`config.mk`:
```
export PLATFORM = sky130hd
export DESIGN_NAME = mdu_arbiter
export DESIGN_NICKNAME = d
export VERILOG_FILES = /design/src/rtl/mdu_arbiter_pkg.sv /design/src/rtl/mdu_arbiter_fmt.sv /design/src/rtl/mdu_arbiter.sv
export SDC_FILE = /design/constraint.sdc
export NUM_CORES = 1
export LEC_CHECK = 0
export BUFFER_PORTS_ARGS = -buffer_cell sky130_fd_sc_hd__buf_2
export CAP_MARGIN = 10
export CORE_AREA = 2 2 321 323
export CTS_CLUSTER_SIZE = 12
export DETAILED_ROUTE_END_ITERATION = 10
export DIE_AREA = 0 0 323 325
export PLACE_DENSITY = 0.42
export SLEW_MARGIN = 15
export SYNTH_ARGS = -nofsm -noshare
export SYNTH_HDL_FRONTEND = slang
export SYNTH_SLANG_ARGS = --single-unit
```
`constraint.sdc`:
```
create_clock -name clk -period 4.6 [get_ports clk]
set_input_delay 0 -clock clk [delete_from_list [all_inputs] [get_ports clk]]
set_output_delay 0 -clock clk [all_outputs]
set_load 0.02 [all_outputs]
```
`src/rtl/mdu_arbiter_pkg.sv`:
```
// Shared definitions for the MDU arbiter: op-field layout, FSM encoding, defaults.
package mdu_arbiter_pkg;

  localparam int unsigned XLEN_DEF  = 64;
  localparam int unsigned TAG_W_DEF = 4;
  localparam int unsigned OP_W      = 5;

  // Bit positions inside the 5-bit request op; sgn spans [OP_SGN+1:OP_SGN]
  localparam int unsigned OP_DIV  = 4;
  localparam int unsigned OP_SEL  = 3;
  localparam int unsigned OP_WORD = 2;
  localparam int unsigned OP_SGN  = 0;

  // Same layout as a packed struct; sel = high half for mul, remainder for div
  typedef struct packed {
    logic       div;
    logic       sel;
    logic       word;
    logic [1:0] sgn;
  } mdu_op_t;

  typedef enum logic [1:0] {
    ST_IDLE  = 2'd0,
    ST_ISSUE = 2'd1,
    ST_WAIT  = 2'd2,
    ST_RESP  = 2'd3
  } mdu_state_t;

endpackage

```
`src/rtl/mdu_arbiter_fmt.sv`:
```
// mdu_fmt: combinational operand preparation (for issue) and result formatting
// (for the response).
//   i_prep_op, i_a, i_b        : op and raw operands of the request being granted
//   o_a, o_b                   : operands as presented to the unit
//   i_fmt_op                   : op of the operation in flight
//   i_mul_hi/lo, i_quo, i_rem  : unit results
//   o_res                      : formatted result
module mdu_fmt
  import mdu_arbiter_pkg::*;
#(
  parameter int unsigned XLEN = XLEN_DEF
) (
  input  mdu_op_t          i_prep_op,
  input  logic [XLEN-1:0]  i_a,
  input  logic [XLEN-1:0]  i_b,
  output logic [XLEN-1:0]  o_a,
  output logic [XLEN-1:0]  o_b,
  input  mdu_op_t          i_fmt_op,
  input  logic [XLEN-1:0]  i_mul_hi,
  input  logic [XLEN-1:0]  i_mul_lo,
  input  logic [XLEN-1:0]  i_quo,
  input  logic [XLEN-1:0]  i_rem,
  output logic [XLEN-1:0]  o_res
);

  // Extend the low word to XLEN, sign- or zero-filled
  function automatic logic [XLEN-1:0] ext32(input logic [XLEN-1:0] x, input logic sgn);
    return {{(XLEN-32){sgn & x[31]}}, x[31:0]};
  endfunction

  logic [XLEN-1:0] w_div_pick;

  // Word divides operate on the low 32 bits only; everything else passes through
  always_comb begin
    o_a = i_a;
    o_b = i_b;
    if (i_prep_op.div && i_prep_op.word) begin
      o_a = ext32(i_a, i_prep_op.sgn[0]);
      o_b = ext32(i_b, i_prep_op.sgn[0]);
    end
  end

  // Word results are always sign-extended from bit 31
  always_comb begin
    o_res      = '0;
    w_div_pick = i_fmt_op.sel ? i_rem : i_quo;
    if (i_fmt_op.div) begin
      o_res = i_fmt_op.word ? ext32(w_div_pick, 1'b1) : w_div_pick;
    end else if (i_fmt_op.word) begin
      o_res = ext32(i_mul_lo, 1'b1);
    end else begin
      o_res = i_fmt_op.sel ? i_mul_hi : i_mul_lo;
    end
  end

endmodule

```
`src/rtl/mdu_arbiter.sv`:
```
// mdu_arbiter: shares one multiplier and one divider between two requesters
// (r0 = EX pipe, r1 = AMO/aux). One op in flight; round-robin on contention.
//   clk, rst_n                  : clock, async active-low reset
//   flush_flag                  : aborts everything, mirrored on unit_flush
//   rN_req_*                    : request channel (valid/ready, op, a, b, tag)
//   rN_resp_*                   : response channel (valid/ready, data, tag)
//   mul_valid/div_valid         : one-cycle issue pulses
//   unit_signed, unit_a, unit_b : registered operands for the units
//   mul_result_*, quotient, remainder, *_o_valid/_o_ready : unit results
module mdu_arbiter
  import mdu_arbiter_pkg::*;
#(
  parameter int unsigned XLEN  = XLEN_DEF,
  parameter int unsigned TAG_W = TAG_W_DEF
) (
  input  logic             clk,
  input  logic             rst_n,
  input  logic             flush_flag,
  input  logic             r0_req_valid,
  output logic             r0_req_ready,
  input  logic [OP_W-1:0]  r0_op,
  input  logic [XLEN-1:0]  r0_a,
  input  logic [XLEN-1:0]  r0_b,
  input  logic [TAG_W-1:0] r0_tag,
  output logic             r0_resp_valid,
  input  logic             r0_resp_ready,
  output logic [XLEN-1:0]  r0_resp_data,
  output logic [TAG_W-1:0] r0_resp_tag,
  input  logic             r1_req_valid,
  output logic             r1_req_ready,
  input  logic [OP_W-1:0]  r1_op,
  input  logic [XLEN-1:0]  r1_a,
  input  logic [XLEN-1:0]  r1_b,
  input  logic [TAG_W-1:0] r1_tag,
  output logic             r1_resp_valid,
  input  logic             r1_resp_ready,
  output logic [XLEN-1:0]  r1_resp_data,
  output logic [TAG_W-1:0] r1_resp_tag,
  output logic             unit_flush,
  output logic             mul_valid,
  output logic             div_valid,
  output logic [1:0]       unit_signed,
  output logic [XLEN-1:0]  unit_a,
  output logic [XLEN-1:0]  unit_b,
  input  logic [XLEN-1:0]  mul_result_hi,
  input  logic [XLEN-1:0]  mul_result_lo,
  input  logic [XLEN-1:0]  quotient,
  input  logic [XLEN-1:0]  remainder,
  input  logic             mul_o_valid,
  input  logic             div_o_valid,
  output logic             mul_o_ready,
  output logic             div_o_ready
);

  mdu_state_t       r_state, w_next;
  logic             r_rr_ptr;
  logic             r_owner;
  mdu_op_t          r_op;
  logic [TAG_W-1:0] r_tag;
  logic [TAG_W-1:0] r_resp_tag;
  logic [XLEN-1:0]  r_unit_a, r_unit_b, r_resp_data;

  logic             w_idle_ok, w_gnt0, w_gnt1, w_gnt, w_done, w_resp_hs;
  mdu_op_t          w_req_op;
  logic [XLEN-1:0]  w_req_a, w_req_b, w_prep_a, w_prep_b, w_res;

  // Arbitration: sole requester wins, rr_ptr breaks ties; never during a flush
  assign w_idle_ok = (r_state == ST_IDLE) && !flush_flag;
  assign w_gnt0    = w_idle_ok && r0_req_valid && (!r1_req_valid || !r_rr_ptr);
  assign w_gnt1    = w_idle_ok && r1_req_valid && (!r0_req_valid ||  r_rr_ptr);
  assign w_gnt     = w_gnt0 || w_gnt1;

  assign w_req_op  = w_gnt1 ? mdu_op_t'(r1_op) : mdu_op_t'(r0_op);
  assign w_req_a   = w_gnt1 ? r1_a : r0_a;
  assign w_req_b   = w_gnt1 ? r1_b : r0_b;

  // Completion and response handshakes; flush overrides both
  assign w_done    = (r_state == ST_WAIT) && !flush_flag &&
                     (r_op.div ? div_o_valid : mul_o_valid);
  assign w_resp_hs = (r_state == ST_RESP) && !flush_flag &&
                     (r_owner ? r1_resp_ready : r0_resp_ready);

  mdu_fmt #(.XLEN(XLEN)) u_fmt (
    .i_prep_op (w_req_op),
    .i_a       (w_req_a),
    .i_b       (w_req_b),
    .o_a       (w_prep_a),
    .o_b       (w_prep_b),
    .i_fmt_op  (r_op),
    .i_mul_hi  (mul_result_hi),
    .i_mul_lo  (mul_result_lo),
    .i_quo     (quotient),
    .i_rem     (remainder),
    .o_res     (w_res)
  );

  // State register
  always_ff @(posedge clk or negedge rst_n) begin
    if (!rst_n) r_state <= ST_IDLE;
    else        r_state <= w_next;
  end

  // Next-state logic
  always_comb begin
    w_next = r_state;
    if (flush_flag) begin
      w_next = ST_IDLE;
    end else begin
      case (r_state)
        ST_IDLE:  if (w_gnt)     w_next = ST_ISSUE;
        ST_ISSUE:                w_next = ST_WAIT;
        ST_WAIT:  if (w_done)    w_next = ST_RESP;
        ST_RESP:  if (w_resp_hs) w_next = ST_IDLE;
        default:                 w_next = ST_IDLE;
      endcase
    end
  end

  // Handshake outputs, decoded from state and the latched op
  always_comb begin
    r0_req_ready  = w_gnt0;
    r1_req_ready  = w_gnt1;
    mul_valid     = 1'b0;
    div_valid     = 1'b0;
    mul_o_ready   = 1'b0;
    div_o_ready   = 1'b0;
    r0_resp_valid = 1'b0;
    r1_resp_valid = 1'b0;
    if (!flush_flag) begin
      mul_valid   = (r_state == ST_ISSUE) && !r_op.div;
      div_valid   = (r_state == ST_ISSUE) &&  r_op.div;
      mul_o_ready = (r_state == ST_WAIT)  && !r_op.div;
      div_o_ready = (r_state == ST_WAIT)  &&  r_op.div;
    end
    r0_resp_valid = (r_state == ST_RESP) && !r_owner;
    r1_resp_valid = (r_state == ST_RESP) &&  r_owner;
  end

  // Request capture, result capture and round-robin pointer
  always_ff @(posedge clk or negedge rst_n) begin
    if (!rst_n) begin
      r_rr_ptr    <= 1'b0;
      r_owner     <= 1'b0;
      r_op        <= '0;
      r_tag       <= '0;
      r_unit_a    <= '0;
      r_unit_b    <= '0;
      r_resp_data <= '0;
      r_resp_tag  <= '0;
    end else begin
      if (w_gnt) begin
        r_owner  <= w_gnt1;
        r_op     <= w_req_op;
        r_tag    <= w_gnt1 ? r1_tag : r0_tag;
        r_unit_a <= w_prep_a;
        r_unit_b <= w_prep_b;
      end
      if (w_done) begin
        r_resp_data <= w_res;
        r_resp_tag  <= r_tag;
      end
      if (w_resp_hs) r_rr_ptr <= ~r_owner;
    end
  end

  assign unit_flush   = flush_flag;
  assign unit_signed  = r_op.sgn;
  assign unit_a       = r_unit_a;
  assign unit_b       = r_unit_b;
  assign r0_resp_data = r_resp_data;
  assign r1_resp_data = r_resp_data;
  assign r0_resp_tag  = r_resp_tag;
  assign r1_resp_tag  = r_resp_tag;

endmodule

```
==> impl_metrics.env, run 1 <==
export IMPL_min_delay_path_class="in -> reg"
export IMPL_pre_cts_slack_ns=1.87
export IMPL_setup_worst_path_start_class="flip-flop"
export IMPL_max_slew_worst_pin_slew_ns=1.14
export IMPL_post_cts_resize_count=0
export IMPL_postRouteAntennaNets=0
export IMPL_insertion_delay_ns=0.62
export IMPL_clock_fmax_ghz=0.290
export IMPL_gp_congestion=0.773
export IMPL_leakagePower_nw=11.6
export IMPL_grt_pass1_vias=15500
export IMPL_wl_um=69700
export IMPL_yosysWarningCount=0
export IMPL_grt_first_pass_wirelength_um=101000
export IMPL_cpPeakStageDelay_ns=0.92
export IMPL_synth_enable_flop_cells=0
export IMPL_layout_cells_most_common_list="812 x sky130_fd_sc_hd__buf_2, 492 x sky130_fd_sc_hd__dlygate4sd3_1, 285 x sky130_fd_sc_hd__nand2_1, 206 x sky130_fd_sc_hd__dfrtp_1, 172 x sky130_fd_sc_hd__mux2i_1"
export IMPL_reg2reg_setup_slack_ns=1.15
export IMPL_vias=14800
export IMPL_worst_reg2reg_startpoint="r_op[3]"
export IMPL_fp_row_count=117
export IMPL_initial_core_util_pct=12.7
export IMPL_cts_root_buf="sky130_fd_sc_hd__clkbuf_16"
export IMPL_power_density_nw_per_um2=569
export IMPL_rr_endpoint="r0_resp_data[0]"
export IMPL_finalWorstPathRequiredPeriod_ns=3.45
export IMPL_cap_viol_max_count=0
export IMPL_maxSlewViolCount=0
export IMPL_fin_hold_ws_ns=0.0672
export IMPL_synth_cell_types=32
export IMPL_fp_dieW_um=323
export IMPL_cts_tree="done"
export IMPL_worst_vdd_drop_uv=315
export IMPL_post_drt_via_cell_ratio=3.77
export IMPL_timing_final_crit_share_pct=75.0
export IMPL_num_nets_final=3076
export IMPL_crit_family="buffers and inverters"
export IMPL_final_common_cell="sky130_fd_sc_hd__buf_2"
export IMPL_synth_seq_area_share_pct=40.6
export IMPL_critPathMaxFanout=32
export IMPL_report_final_setup_viol=0
export IMPL_report_final_hold_viol_count=0
export IMPL_antenna_found_initial=24
export IMPL_cpMaxStageDelayCell="sky130_fd_sc_hd__nor2b_4"
export IMPL_timing_setup_tns_ns=0
export IMPL_dpl_instance_area_um2=17800
export IMPL_drc=0
export IMPL_timing_hold_worst_endpoint="unit_b[3]"
export IMPL_area_inside_the_core_boundary_um2=101000
export IMPL_drive_gt1_share_pct=38.2
export IMPL_yosys_most_used_dff="sky130_fd_sc_hd__dfrtp_1"
export IMPL_rsz0062_at_grt="no"
export IMPL_reg2reg_depth=6
export IMPL_grt_total_usage_pct=12.7
export IMPL_die_height_um=325
export IMPL_drtPass1Iterations=4
export IMPL_cells_after_dpl=3375
export IMPL_ordered_cell_list_for_the_critical_path="nor2b_4, mux2_1, dlygate4sd3_1, o21ai_0, dlygate4sd3_1, o21ai_1"
export IMPL_fin_util_pct=23.5
export IMPL_final_setup_skew_ns=0.00946
export IMPL_gr_total_overflow=0
export IMPL_final_cells=3932
export IMPL_grt_start_max_net_pins=141
export IMPL_cp_common_cell="sky130_fd_sc_hd__dlygate4sd3_1"
export IMPL_buffer_ports_inserted=813
export IMPL_crit_required_ns=5.07
export IMPL_whs_path_depth=4
export IMPL_total_power_consumption_of_the_routed_design_mw=13.6
export IMPL_pin_count=814
export IMPL_synth_async_reset_ratio_pct=100
export IMPL_mappedNetlistArea_um2=12900
export IMPL_post_synth_cell_area_avg_um2=9.42
export IMPL_flow_area_growth_from_synthesis_pct=84.8
export IMPL_timing_critical_path_to_type="flip-flop"
export IMPL_worst_ep_arrival_time_ns=3.92
export IMPL_critPathBufInv=2
export IMPL_relSlewSlack_pct=24.1
export IMPL_status="finished, final reports clean"
export IMPL_synthCells=1369
export IMPL_drt_wirelength_per_cell_um=17.7
export IMPL_hp_start="r1_req_valid"
export IMPL_cts_sinks=209
export IMPL_dieArea_um2=105000
export IMPL_syn_num_nets=1912
export IMPL_yosys_register_bits=209
export IMPL_dr_first_iter_drc_count=501
export IMPL_htree_levels=1
export IMPL_path_clk_slew_ns=0.06
export IMPL_worst_setup_path_type="reg -> reg"
export IMPL_fillerInstances=11200
export IMPL_place_hpwl_um=51700
export IMPL_number_of_buffers_added_by_the_clock_tree_synthesis_step=31
export IMPL_maximum_buffer_depth_of_the_clock_tree=3
export IMPL_ctsHoldBuffers=493
export IMPL_stdcell_area_um2=23800
export IMPL_layout_setup_ws_ns=1.15
export IMPL_cts_post_setup_buffers_inserted=0
==> kinds of logic after synthesis <==
logic type | Yosys count | synth area share (%)
compound gates | 402 | 22.6
fa+ha+maj | 4 | 0.388
buf+inv | 206 | 9.81
flops | 209 | 40.6
mux | 205 | 16.2
simple gates | 343 | 10.4
==> layout make-up <==
class	instances	area [µm²]	area share, %
Tap cell	1368	1710	7.18
Multi-Input combinational cell	954	6470	27.1
Antenna cell	8	20.0	0.0840
Clock inverter	16	244	1.02
Timing Repair Buffer	1331	9270	38.9
Clock buffer	40	860	3.61
Sequential cell	209	5240	22.0
Inverter	6	22.5	0.0945
==> how the worst max path moves through the flow <==
stage | start | end | slack (ns) | cells after the start
2_1_floorplan | r_state[0] | unit_a[62] | 2.95 | 8
3_3_place_gp | r_state[0] | r_op[4] | 1.89 | 7
3_5_place_dp | r_state[0] | r_op[4] | 1.87 | 7
4_1_cts | r_op[3] | r0_resp_data[1] | 1.07 | 6
5_1_grt | r_op[3] | r0_resp_data[0] | 0.96 | 6
6_report | r_op[3] | r0_resp_data[0] | 1.15 | 6
==> sequential cells by signal (all words and copies together) (netlist names) <==
register / count
r0_resp_data: 64
unit_a: 64
unit_b: 64
r0_resp_tag: 4
r_tag: 4
r_op: 3
r_state: 2
unit_signed: 2
r_owner: 1
r_rr_ptr: 1
==> worst register-to-register path, stage by stage, from the launching register on <==
cell and delay (ns):
sky130_fd_sc_hd__dfrtp_4 0.58, sky130_fd_sc_hd__nor2b_4 0.94, sky130_fd_sc_hd__mux2_1 0.43, sky130_fd_sc_hd__dlygate4sd3_1 0.55, sky130_fd_sc_hd__o21ai_0 0.16, sky130_fd_sc_hd__dlygate4sd3_1 0.59, sky130_fd_sc_hd__o21ai_1 0.06
==> routing by layer <==
layer  up-vias  GRT usage [%]  wire length (µm)
met4        10           3.48              2080
met5         -              0                57
met2       548           21.9             33100
met3       107           3.88              5430
met1      7025           15.2             29000
li1       7140              -                 -
==> cell usage after synthesis, types with 5 or more instances <==
| cell type | number | area share, % |
|---|---|---|
| sky130_fd_sc_hd__o211ai_1 | 32 | 1.9 |
| sky130_fd_sc_hd__o21ai_0 | 37 | 1.4 |
| sky130_fd_sc_hd__mux2_1 | 33 | 2.9 |
| sky130_fd_sc_hd__a211oi_1 | 71 | 4.1 |
| sky130_fd_sc_hd__clkbuf_1 | 45 | 1.3 |
| sky130_fd_sc_hd__nand2_1 | 287 | 8.4 |
| sky130_fd_sc_hd__inv_1 | 5 | 0.15 |
| sky130_fd_sc_hd__o31ai_1 | 54 | 3.1 |
| sky130_fd_sc_hd__mux2i_1 | 172 | 13 |
| sky130_fd_sc_hd__buf_2 | 51 | 2.0 |
| sky130_fd_sc_hd__o21ai_1 | 137 | 5.3 |
| sky130_fd_sc_hd__buf_4 | 88 | 5.1 |
| sky130_fd_sc_hd__o31ai_2 | 10 | 0.97 |
| sky130_fd_sc_hd__buf_6 | 13 | 1.1 |
| sky130_fd_sc_hd__nor2_1 | 41 | 1.2 |
| sky130_fd_sc_hd__a211oi_2 | 57 | 5.5 |
| sky130_fd_sc_hd__dfrtp_1 | 209 | 41 |
==> where the power goes <==
part / leakage (nW) / switching (mW) / internal [mW]
combinational: 8.43 / 4.31 / 3.19
clock: 0.544 / 1.01 / 1.64
sequential: 2.61 / 0.666 / 2.73
total: 11.6 / 5.99 / 7.57
(Power assumes the default switching activity.)
==> run 2, diff against run 1 <==
--- a/config.mk
+++ b/config.mk
@@ -7,11 +7,11 @@
 export LEC_CHECK = 0
 export BUFFER_PORTS_ARGS = -buffer_cell sky130_fd_sc_hd__buf_2
 export CAP_MARGIN = 10
-export CORE_AREA = 2 2 321 323
+export CORE_AREA = 2 2 318 320
 export CTS_CLUSTER_SIZE = 12
 export DETAILED_ROUTE_END_ITERATION = 10
-export DIE_AREA = 0 0 323 325
-export PLACE_DENSITY = 0.42
+export DIE_AREA = 0 0 320 322
+export PLACE_DENSITY = 0.43
 export SLEW_MARGIN = 15
 export SYNTH_ARGS = -nofsm -noshare
 export SYNTH_HDL_FRONTEND = slang
==> constraint.sdc (replaced) <==
create_clock -name clk -period 2.9 [get_ports clk]
set_input_delay 0 -clock clk [delete_from_list [all_inputs] [get_ports clk]]
set_output_delay 0 -clock clk [all_outputs]
set_load 0.02 [all_outputs]
==> impl_metrics.env, run 2 (synthesis gave the netlist of run 1 again) <==
export IMPL_fillerInstances=10900
export IMPL_worst_vdd_drop_uv=461
export IMPL_cp_common_cell="sky130_fd_sc_hd__dlygate4sd3_1"
export IMPL_fin_util_pct=23.9
export IMPL_cts_tree="done"
export IMPL_crit_family="buffers and inverters"
export IMPL_min_delay_path_class="in -> async"
export IMPL_global_route_usage_met1_pct=15.6
export IMPL_ctsHoldBuffers=491
export IMPL_pwr_share_clk_pct=17.1
export IMPL_post_cts_resize_count=0
export IMPL_gr_total_overflow=0
export IMPL_wl_um=71400
export IMPL_htree_levels=1
export IMPL_cts_post_setup_buffers_inserted=0
export IMPL_relSlewSlack_pct=31.4
export IMPL_dieArea_um2=103000
export IMPL_grt_busiest_layer="met2"
export IMPL_maximum_buffer_depth_of_the_clock_tree=3
export IMPL_cts_sinks=209
export IMPL_die_height_um=322
export IMPL_power_density_nw_per_um2=878
export IMPL_timing_final_crit_share_pct=93.8
export IMPL_final_common_cell="sky130_fd_sc_hd__buf_2"
export IMPL_initial_core_util_pct=12.9
export IMPL_setup_worst_path_start_class="flip-flop"
export IMPL_ordered_cell_list_for_the_critical_path="buf_4, mux2i_1, dlygate4sd3_1, nor2_1, o211ai_1, dlygate4sd3_1, nand2_1"
export IMPL_worst_ep_arrival_time_ns=3.20
export IMPL_netSwitchingFraction_pct=45.6
export IMPL_worst_setup_path_type="reg -> reg"
export IMPL_layout_cells_most_common_list="812 x sky130_fd_sc_hd__buf_2, 490 x sky130_fd_sc_hd__dlygate4sd3_1, 285 x sky130_fd_sc_hd__nand2_1, 206 x sky130_fd_sc_hd__dfrtp_1, 172 x sky130_fd_sc_hd__mux2i_1"
export IMPL_met3_usage_pct=4.34
export IMPL_maxSlewViolCount=0
export IMPL_final_setup_skew_ns=0.0321
export IMPL_grt_pass1_vias=15400
export IMPL_post_drt_via_cell_ratio=3.84
export IMPL_path_clk_slew_ns=0.06
export IMPL_cpPeakStageDelay_ns=0.58
export IMPL_grt_start_max_net_pins=81
export IMPL_ff_latch_area_um2=5240
export IMPL_intPower_mw=11.4
export IMPL_use_met2_pct=22.1
export IMPL_net_switching_power_mw=9.52
export IMPL_flow_area_growth_from_synthesis_pct=84.6
export IMPL_max_slew_worst_pin_slew_ns=1.03
export IMPL_rsz0062_at_grt="no"
export IMPL_critPathBufInv=3
export IMPL_fp_dieW_um=320
export IMPL_num_nets_final=3088
export IMPL_cts_root_buf="sky130_fd_sc_hd__clkbuf_16"
export IMPL_drc=0
export IMPL_reg2reg_depth=7
export IMPL_postRouteAntennaNets=0
export IMPL_dr_first_iter_drc_count=497
export IMPL_vias=14900
export IMPL_cpMaxStageDelayCell="sky130_fd_sc_hd__dlygate4sd3_1"
export IMPL_p_seq_share_pct=26.0
export IMPL_place_hpwl_um=54200
export IMPL_grt_first_pass_wirelength_um=102000
export IMPL_number_of_buffers_added_by_the_clock_tree_synthesis_step=28
export IMPL_fp_row_count=116
export IMPL_critPathMaxFanout=21
export IMPL_report_final_hold_viol_count=0
export IMPL_multi_input_comb_area_um2=6470
export IMPL_timing_setup_tns_ns=0
export IMPL_drtPass1Iterations=5
export IMPL_status="finished, final reports clean"
export IMPL_buffer_ports_inserted=813
export IMPL_drive_gt1_share_pct=38.6
export IMPL_gp_congestion=0.790
export IMPL_grt_total_usage_pct=13.3
export IMPL_pin_count=814
export IMPL_drt_wirelength_per_cell_um=18.4
export IMPL_antenna_found_initial=36
export IMPL_insertion_delay_ns=0.61
export IMPL_report_final_setup_viol=0
export IMPL_finalWorstPathRequiredPeriod_ns=2.72
export IMPL_cap_viol_max_count=0
export IMPL_leakagePower_nw=11.6
export IMPL_power_frac_comb_pct=56.9
export IMPL_timing_critical_path_to_type="flip-flop"
export IMPL_area_inside_the_core_boundary_um2=99600
export IMPL_clock_fmax_ghz=0.368
export IMPL_crit_required_ns=3.38
export IMPL_critical_path_depth=7
[run 2: cell count changes in the layout (fill, tap and decap cells not counted), moves of 3 or more]
cell                        delta
sky130_fd_sc_hd__buf_4        +10
sky130_fd_sc_hd__buf_12        +7
sky130_fd_sc_hd__clkinv_2      +3
sky130_fd_sc_hd__bufinv_16     -5
sky130_fd_sc_hd__diode_2       +8
sky130_fd_sc_hd__clkbuf_16     -3
[run 2: layout make-up]
cell class	instances	share of cell area, %
Timing Repair Buffer	1346	39.8
Multi-Input combinational cell	954	27.2
Sequential cell	209	22.0
Tap cell	1298	6.82
Clock buffer	38	3.40
Clock inverter	14	0.547
Antenna cell	16	0.168
Inverter	6	0.0946
[run 2: layer usage]
| metal | vias to the layer above | part of all wire (%) |
|---|---|---|
| met5 | - | 0.12 |
| met4 | 14 | 4.2 |
| met3 | 115 | 8.3 |
| met2 | 569 | 47 |
| met1 | 7031 | 40 |
| li1 | 7168 | - |
[run 2: power by group through the flow]
stage               clock [mW]  sequential [mW]  combinational, mW
floorplan                    0             6.80               5.23
global placement             0             5.47               10.1
detailed placement           0             5.49               10.1
CTS                       3.71             5.48               12.0
global route              3.83             5.64               12.9
finish                    3.58             5.43               11.9
[run 2: through the flow]
stage	instances	instance area, µm²	setup WS [ns]	power, mW	hold slack, ns
finish	3881	23800	0.181	20.9	0.0157
CTS	3865	23800	0.153	21.2	0.00373
floorplan	1369	12900	1.25	12.0	-0.296
global placement	3322	17900	0.731	15.6	-0.0165
detailed placement	3322	17900	0.692	15.6	-0.00732
global route	3878	23800	0.0199	22.4	0.0140
[run 2: final timing paths]
path | slack (ns) | startpoint | to
max in group asynchronous | 2.34 | rst_n | r0_resp_data[34]
min in group clk | 0.06 | r1_req_valid | unit_a[21]
worst max register to register | 0.18 | r_op[3] | r0_resp_data[63]
worst min-delay path | 0.02 | rst_n | unit_a[22]
worst min register to register | 0.48 | unit_a[15] | unit_a[15]
worst max-delay path | 0.18 | r_op[3] | r0_resp_data[63]
[run 2: worst reg2reg max path: stages, from the launching register on]
cell and delay [ns]:
sky130_fd_sc_hd__dfrtp_4 0.50, sky130_fd_sc_hd__buf_4 0.39, sky130_fd_sc_hd__mux2i_1 0.26, sky130_fd_sc_hd__dlygate4sd3_1 0.58
sky130_fd_sc_hd__nor2_1 0.08, sky130_fd_sc_hd__o211ai_1 0.17, sky130_fd_sc_hd__dlygate4sd3_1 0.57, sky130_fd_sc_hd__nand2_1 0.05
